--- src/rtl/config_pkg.sv ---
// Shared types and constants for the configuration chain loader.
// Holds default sizing, loader states and the CRC-16-CCITT constants.
package config_pkg;

    localparam int BITSTREAM_LEN_DEFAULT = 4416;
    localparam int WORD_W_DEFAULT        = 32;

    localparam logic [15:0] CRC16_POLY = 16'h1021;
    localparam logic [15:0] CRC16_INIT = 16'hFFFF;

    typedef enum logic [1:0] {
        ST_IDLE,
        ST_STREAM,
        ST_DRAIN,
        ST_CHECK
    } ld_state_t;

endpackage

--- src/rtl/config_crc16.sv ---
// Serial CRC-16-CCITT, one bit per clock, MSB-first polynomial form.
// clear reloads the init value; bit_valid qualifies bit_in.
module config_crc16
    import config_pkg::*;
(
    input  logic        prog_clk,
    input  logic        rst,
    input  logic        clear,
    input  logic        bit_in,
    input  logic        bit_valid,
    output logic [15:0] crc
);

    logic fb;

    assign fb = crc[15] ^ bit_in;

    always_ff @(posedge prog_clk or posedge rst) begin
        if (rst) begin
            crc <= CRC16_INIT;
        end else if (clear) begin
            crc <= CRC16_INIT;
        end else if (bit_valid) begin
            crc <= {crc[14:0], 1'b0} ^ (fb ? CRC16_POLY : 16'h0000);
        end
    end

endmodule

--- src/rtl/config_loader.sv ---
// Word-stream to serial config-chain loader (LSB-first, one bit per prog_clk).
// Optional trailer CRC check is built in when CONFIG_LOADER_CRC_EN is defined.
module config_loader
    import config_pkg::*;
#(
    parameter int BITSTREAM_LEN = BITSTREAM_LEN_DEFAULT,
    parameter int WORD_W        = WORD_W_DEFAULT
) (
    input  logic                                 prog_clk,
    input  logic                                 rst,
    input  logic                                 start,
    input  logic                                 abort,
    input  logic [WORD_W-1:0]                    s_data,
    input  logic                                 s_valid,
    output logic                                 s_ready,
    output logic                                 prog_in,
    output logic                                 prog_en,
    output logic                                 busy,
    output logic                                 done,
    output logic                                 err,
    output logic [$clog2(BITSTREAM_LEN+1)-1:0]   bit_count
);

    localparam int CNT_W     = $clog2(BITSTREAM_LEN + 1);
    localparam int NWORDS    = (BITSTREAM_LEN + WORD_W - 1) / WORD_W;
    localparam int LAST_BITS = BITSTREAM_LEN - (NWORDS - 1) * WORD_W;
    localparam int WC_W      = $clog2(NWORDS + 1);
    localparam int SC_W      = $clog2(WORD_W + 1);

    localparam logic [CNT_W-1:0] LEN_C    = CNT_W'(BITSTREAM_LEN);
    localparam logic [WC_W-1:0]  NW_C     = WC_W'(NWORDS);
    localparam logic [WC_W-1:0]  NW_LAST  = WC_W'(NWORDS - 1);
    localparam logic [SC_W-1:0]  FULL_B   = SC_W'(WORD_W);
    localparam logic [SC_W-1:0]  LAST_B   = SC_W'(LAST_BITS);

`ifdef CONFIG_LOADER_CRC_EN
    localparam ld_state_t DRAIN_NXT = ST_CHECK;
`else
    localparam ld_state_t DRAIN_NXT = ST_IDLE;
`endif

    ld_state_t         state, state_nxt;
    logic [WC_W-1:0]   words_acc;
    logic [WORD_W-1:0] sh_data;
    logic [SC_W-1:0]   sh_cnt;
    logic [WORD_W-1:0] buf_data;
    logic [SC_W-1:0]   buf_bits;
    logic              buf_full;
    logic              done_q;
    logic              err_q;

    logic go, kill, shifting, all_acc, all_out, accept;
    logic issue_sh, issue_buf, issue, issue_bit;

    assign go        = (state == ST_IDLE) && start;
    assign kill      = (state != ST_IDLE) && abort;
    assign shifting  = (state == ST_STREAM) || (state == ST_DRAIN);
    assign all_acc   = (words_acc == NW_C);
    assign all_out   = (bit_count == LEN_C);
    assign accept    = s_valid && s_ready;
    // the buffer refills the shifter in the same cycle it runs dry
    assign issue_sh  = shifting && !abort && (sh_cnt != '0);
    assign issue_buf = shifting && !abort && (sh_cnt == '0) && buf_full;
    assign issue     = issue_sh || issue_buf;
    assign issue_bit = issue_sh ? sh_data[0] : buf_data[0];

    always_ff @(posedge prog_clk or posedge rst) begin
        if (rst) begin
            state <= ST_IDLE;
        end else begin
            state <= state_nxt;
        end
    end

    always_comb begin
        state_nxt = state;
        unique case (state)
            ST_IDLE:   if (start)   state_nxt = ST_STREAM;
            ST_STREAM: if (all_acc) state_nxt = ST_DRAIN;
            ST_DRAIN:  if (all_out) state_nxt = DRAIN_NXT;
`ifdef CONFIG_LOADER_CRC_EN
            ST_CHECK:  if (accept)  state_nxt = ST_IDLE;
`endif
            default:                state_nxt = ST_IDLE;
        endcase
        if (kill) state_nxt = ST_IDLE;
    end

    always_comb begin
        s_ready = (state == ST_STREAM) && !buf_full && !all_acc;
`ifdef CONFIG_LOADER_CRC_EN
        if (state == ST_CHECK) s_ready = 1'b1;
`endif
        busy = (state != ST_IDLE);
        done = done_q;
        err  = err_q;
    end

`ifdef CONFIG_LOADER_CRC_EN
    logic [15:0] crc;
    logic        crc_ok;

    config_crc16 u_crc (
        .prog_clk  (prog_clk),
        .rst       (rst),
        .clear     (go),
        .bit_in    (issue_bit),
        .bit_valid (issue),
        .crc       (crc)
    );

    assign crc_ok = (s_data[15:0] == crc);
`endif

    always_ff @(posedge prog_clk or posedge rst) begin
        if (rst) begin
            words_acc <= '0;
            sh_data   <= '0;
            sh_cnt    <= '0;
            buf_data  <= '0;
            buf_bits  <= '0;
            buf_full  <= 1'b0;
            prog_in   <= 1'b0;
            prog_en   <= 1'b0;
            bit_count <= '0;
            done_q    <= 1'b0;
            err_q     <= 1'b0;
        end else begin
            done_q <= 1'b0;
            if (go) begin
                err_q     <= 1'b0;
                bit_count <= '0;
                words_acc <= '0;
                buf_full  <= 1'b0;
                sh_cnt    <= '0;
                prog_en   <= 1'b0;
            end else if (kill) begin
                prog_en  <= 1'b0;
                buf_full <= 1'b0;
                sh_cnt   <= '0;
            end else begin
                prog_en <= issue;
                if (issue) begin
                    prog_in   <= issue_bit;
                    bit_count <= bit_count + 1'b1;
                end
                if (issue_sh) begin
                    sh_data <= sh_data >> 1;
                    sh_cnt  <= sh_cnt - 1'b1;
                end else if (issue_buf) begin
                    sh_data <= buf_data >> 1;
                    sh_cnt  <= buf_bits - 1'b1;
                end
                if (accept && state == ST_STREAM) begin
                    buf_data  <= s_data;
                    buf_bits  <= (words_acc == NW_LAST) ? LAST_B : FULL_B;
                    buf_full  <= 1'b1;
                    words_acc <= words_acc + 1'b1;
                end else if (issue_buf) begin
                    buf_full <= 1'b0;
                end
`ifdef CONFIG_LOADER_CRC_EN
                if (accept && state == ST_CHECK) begin
                    done_q <= crc_ok;
                    err_q  <= err_q | !crc_ok;
                end
`else
                if (state == ST_DRAIN && all_out) done_q <= 1'b1;
`endif
            end
        end
    end

endmodule

--- config.mk ---
export PLATFORM = sky130hd
export DESIGN_NAME = config_loader
export DESIGN_NICKNAME = d
export VERILOG_FILES = /design/src/rtl/config_pkg.sv /design/src/rtl/config_crc16.sv /design/src/rtl/config_loader.sv
export SDC_FILE = /design/constraint.sdc
export NUM_CORES = 1
export LEC_CHECK = 0
export ABC_AREA = 1
export CORE_ASPECT_RATIO = 1.25
export CORE_MARGIN = 2
export CORE_UTILIZATION = 35
export CTS_CLUSTER_DIAMETER = 60
export DETAILED_ROUTE_END_ITERATION = 10
export HOLD_SLACK_MARGIN = 0.12
export PLACE_DENSITY_LB_ADDON = 0.25
export SLEW_MARGIN = 20
export SYNTH_ARGS = -nofsm -noshare
export SYNTH_HDL_FRONTEND = slang
export SYNTH_HIERARCHICAL = 1
export SYNTH_SLANG_ARGS = --single-unit
--- constraint.sdc ---
create_clock -name prog_clk -period 3.1 [get_ports prog_clk]
set_clock_uncertainty 0.05 [all_clocks]
set_input_delay 0.775 -clock prog_clk [delete_from_list [all_inputs] [get_ports prog_clk]]
set_output_delay 0.775 -clock prog_clk [all_outputs]
set_load 0.01 [all_outputs]
==> results by stage <==
Run status:
- The run finished with clean final reports.

Synthesis:
- Counting every instance in the synthesized netlist gives around 630.
- After synthesis, the netlist uses 30 different library cells.
- A synthesized cell averages just under 8 sq um.
- Yosys mapped a number of flops with a built-in enable equal to 0.
- Synthesis produced a netlist with a net count of 680.
- The number of flip-flops and latches in the synthesized netlist is 97.
- For this run, the register share of the synthesized area comes to 49.19%.
- The area of the mapped netlist is 4935 sq um.
- For this run, the number of Yosys warnings is 6.
- The proportion of netlist area held by the largest area contributor is 49.19%.
- The share of synthesized registers carrying an async set or reset is 100.0%.
- Sorting the synthesized cells by area gives the leading types as dfrtp_1 (49%), nand2_1 (14%), inv_1 (7.8%).
- The most used flip-flop cell after synthesis is dfrtp_1.
- The largest area contributor in the netlist is dfrtp_1.

Timing:
- The number of hold violations in the final report is 0.
- Of the available clock period, the critical path in the final layout requires 90.10%.
- Static timing analysis puts the maximum clock frequency at 0.3580 GHz.
- The setup-violating endpoint count in the final report is 0.
- After routing, the total negative slack on setup checks comes to 0 ns.
- At the pin with the least slew margin, the transition time is 0.5160 ns.
- The routed design could run at a clock period as short as about 2.8 ns.
- Setup repair after global routing left no endpoint under its margin.
- Measured against its own limit, the worst slew margin works out to 65.60%.
- The number of max-slew violations in the final report is 0.

Worst setup path:
- The length in cells of the worst reg-to-reg path is 9.
- Data arrives at the worst endpoint at roughly 2 ns.
- The worst setup path is captured at an output pin.
- The worst setup path is of the reg2out kind.
- The data required time of the worst path is 2.27 ns.
- The reg-to-reg startpoint is state[0].
- On the worst path, the slowest cell contributes a delay of 0.57 ns.
- The end of the worst register-to-register path is buf_data[1].
- The register-to-register setup slack is 1.02 ns.
- The kind of launch point of the worst setup path is a register.
- In this design, the largest share of critical-path delay is due to buffers and inverters.
- The signal on the critical path passes through inv_1, ha_1, inv_1, nor2_1, a21boi_2, clkdlybuf4s50_1.
- In this run the worst path has a maximum fanout of 3.
- The cell that appears most often on the critical path is inv_1.
- The number of buffers and inverters on the critical path is 3.
- The slowest stage of the critical path belongs to the cell clkdlybuf4s50_1.

Global routing:
- The total routing usage reported by global routing is between 10% and 20%.
- Entering global routing, the biggest net connects 98 pins.
- The initial antenna violation count is 0.
- The total overflow left after global routing is 0.
- The global-route wire length before repair is ~17000 um.
- The via count of the first global-routing pass is 3836.

Power and ir drop:
- The sequential power share is 39.2%.
- The clock network accounts for about a quarter of the total power.
- The power dissipated by switching net loads is 1.753 mW.
- In this run the static leakage power is 2.913 nW.
- The internal power contribution is 3.156 mW.
- The switching share of total power is 35.70%.
- Across the VDD grid, the largest voltage drop is 0.3651 mV.
- Combinational logic is responsible for 35.1% of the overall power.
- The power density of the placed cells is approximately 800 nW/um^2.

Placed design:
- The global placer's final weighted congestion is 0.8820.
- Port buffering added 54 buffers.
- Once detailed placement completed, the half-perimeter wirelength came to roughly 6200 um.

Clock network:
- No sink is reached through more buffers than the 2 on the longest clock path.
- Gates resized during post-CTS repair numbered 0.
- The later pin in the worst-skew pair is clocked with a latency of 0.33 ns.
- The clock net in this run drives a total of 97 sinks.
- The clock edge transition at the registers on the reported setup and hold paths is about 0.070 ns.
- The clock tree from TritonCTS is done.
- The H-tree was split into 3 levels.
- The number of buffers inserted by post-CTS setup repair is 0.
- The buffer cell driving the clock tree root is clkbuf_16.
- The number of hold buffers added after cts is 0.
- The total CTS buffers is 9.

Floorplan:
- The die covers 15070 sq um.
- The total area inside the core boundary comes to approximately 14000 sq um.
- The die outline height is 136.8 um.
- Row generation in the floorplan step produced 48 rows.
- The die is 110.2 um wide.
- For this configuration, the core starts out at a cell density of 35.72%.
- The I/O pin total is 56.

Min path:
- The class of the worst hold path is reg2reg.
- The source of the worst hold timing path is buf_bits[5].
- The worst hold path passes through 2 cells.
- The path with the worst hold slack has its endpoint at buf_bits[5].

Routing:
- Wires add up to 9455 um.
- The detail route stage leaves a number of antenna-violating nets equal to 0.
- The via density per instance is 4.615.
- After detailed routing, the average wire length per cell comes to 11.02 um.
- The detailed router's first-iteration violation count is between 200 and 250.
- The final routed DRC violation total is 0.
- The routed via count is 3960.
- The number of iterations in the first detailed-routing pass is 4.

Finish:
- The area growth from synthesis to layout is 20.87%.
- The final cell utilization of the core is 43.18%.
- The fraction of final layout cells sized beyond drive strength 1 is 6.442%.
- The number of antenna diodes in the final layout is 0.
- The number of nets in the layout is 725.

Run:
- The tool flagged a number of max-cap violations equal to 0.
==> routing by layer <==
| metal | global-route usage, % | routed length, um | share of wire [%] | up-vias |
|---|---|---|---|---|
| met5 | 0 | 0 | 0 | - |
| met4 | 4.444 | 124 | 1.3 | 0 |
| met3 | 2.286 | 394 | 4.2 | 9 |
| met2 | 23.07 | 4351 | 46 | 84 |
| met1 | 17.57 | 4584 | 48 | 1820 |
| li1 | - | - | - | 2047 |
==> area by class of cell <==
class	instances	area [sq um]
fillers	1432	7849
flip-flops and latches	97	2427
multi-input cells	405	1944
repair buffers	59	628.1
inverters	106	401.6
clock buffers	9	225.2
well taps	175	219.0
clock inverters	7	118.9
==> state kept, by name, indices dropped and copies added (netlist names) <==
name and cells:
buf_data 32, buf_full 1, sh_cnt 6, state 2, buf_bits 1, prog_in 1
sh_data 31, prog_en 1, words_acc 8, done 1, bit_count 13
==> worst reg2reg max path: stages, from the launching register on <==
cell     delay [ns]
dfrtp_1        0.39
inv_1          0.08
ha_1           0.24
nand2_2        0.24
inv_2          0.18
nor2_2         0.23
nand3_2        0.12
buf_12         0.22
nand2_1        0.13
o21ai_0        0.08
==> how the worst max path moves through the flow <==
stage                  start            to  slack (ns)  cells after the start
floorplan                rst  bit_count[0]        1.13                      1
global placement       start   buf_data[1]        0.55                      8
detailed placement     start   buf_data[1]        0.50                      8
CTS                 state[1]       s_ready        0.30                      6
global route        state[1]       s_ready        0.20                      6
finish              state[1]       s_ready        0.31                      6
==> cells in the final DEF, fill, tap and decap left out <==
| master | instances |
|---|---|
| or2_2 | 1 |
| nand3_1 | 22 |
| clkinvlp_4 | 3 |
| nor3_1 | 3 |
| clkinv_2 | 1 |
| nand3_2 | 2 |
| nor2_1 | 32 |
| a21oi_1 | 3 |
| o21ai_0 | 43 |
| inv_2 | 4 |
| conb_1 | 1 |
| buf_4 | 1 |
| ha_1 | 10 |
| nor2_4 | 1 |
| nand2_1 | 187 |
| clkbuf_16 | 9 |
| nand4_1 | 11 |
| clkdlybuf4s50_1 | 54 |
| buf_12 | 4 |
| inv_1 | 101 |
| a21boi_2 | 1 |
| bufinv_16 | 3 |
| clkinv_4 | 1 |
| nor2_2 | 3 |
| o21ai_1 | 64 |
| nand2_2 | 4 |
| mux2i_1 | 1 |
| dfrtp_1 | 97 |
| o21ai_2 | 5 |
| xor2_1 | 7 |
| o21ai_4 | 1 |
| o211ai_1 | 1 |
| xnor2_1 | 2 |
==> synth_stat cells (5+ instances only) <==
cell type / number
nand2_1: 187
inv_1: 102
dfrtp_1: 97
o21ai_1: 64
o21ai_0: 43
nor2_1: 32
nand3_1: 22
buf_2: 12
nand4_1: 11
ha_1: 10
buf_6: 7
xor2_1: 7
o21ai_2: 5
==> cells by family (layout without fill, tap and decap cells) <==
logic type                 Yosys count  after routing  share of synthesized area, %
and+or+nand+nor                    266            266                         22.24
buffers and inverters              131            181                         11.41
AOI/OAI and AO/OA                  118            118                         12.75
DFF                                 97             97                         49.19
adders and majority gates           10             10                         2.535
xor gates and xnor gates             9              9                         1.597
other                                1              1                       0.07599
muxes                                1              1                        0.2028
==> stage by stage <==
step	cell area (sq um)	hold slack, ns	instances	power (mW)	setup slack, ns
2_1_floorplan	4938	0.3845	633	3.258	1.127
3_3_place_gp	5620	0.4030	842	3.639	0.5512
3_5_place_dp	5620	0.4102	842	3.689	0.5025
4_1_cts	5964	0.4276	858	4.978	0.2970
5_1_grt	5964	0.4586	858	5.334	0.2026
6_report	5964	0.4288	858	4.909	0.3070
==> power by group through the flow <==
stage	Sequential [mW]	Combinational [mW]	Clock, mW
after floorplan	1.91	1.35	0
after global placement	1.95	1.69	0
after detailed placement	1.95	1.74	0
after CTS	1.93	1.75	1.30
after global routing	1.98	2.00	1.35
final	1.93	1.72	1.26
Power figures use the tool's default switching activity.
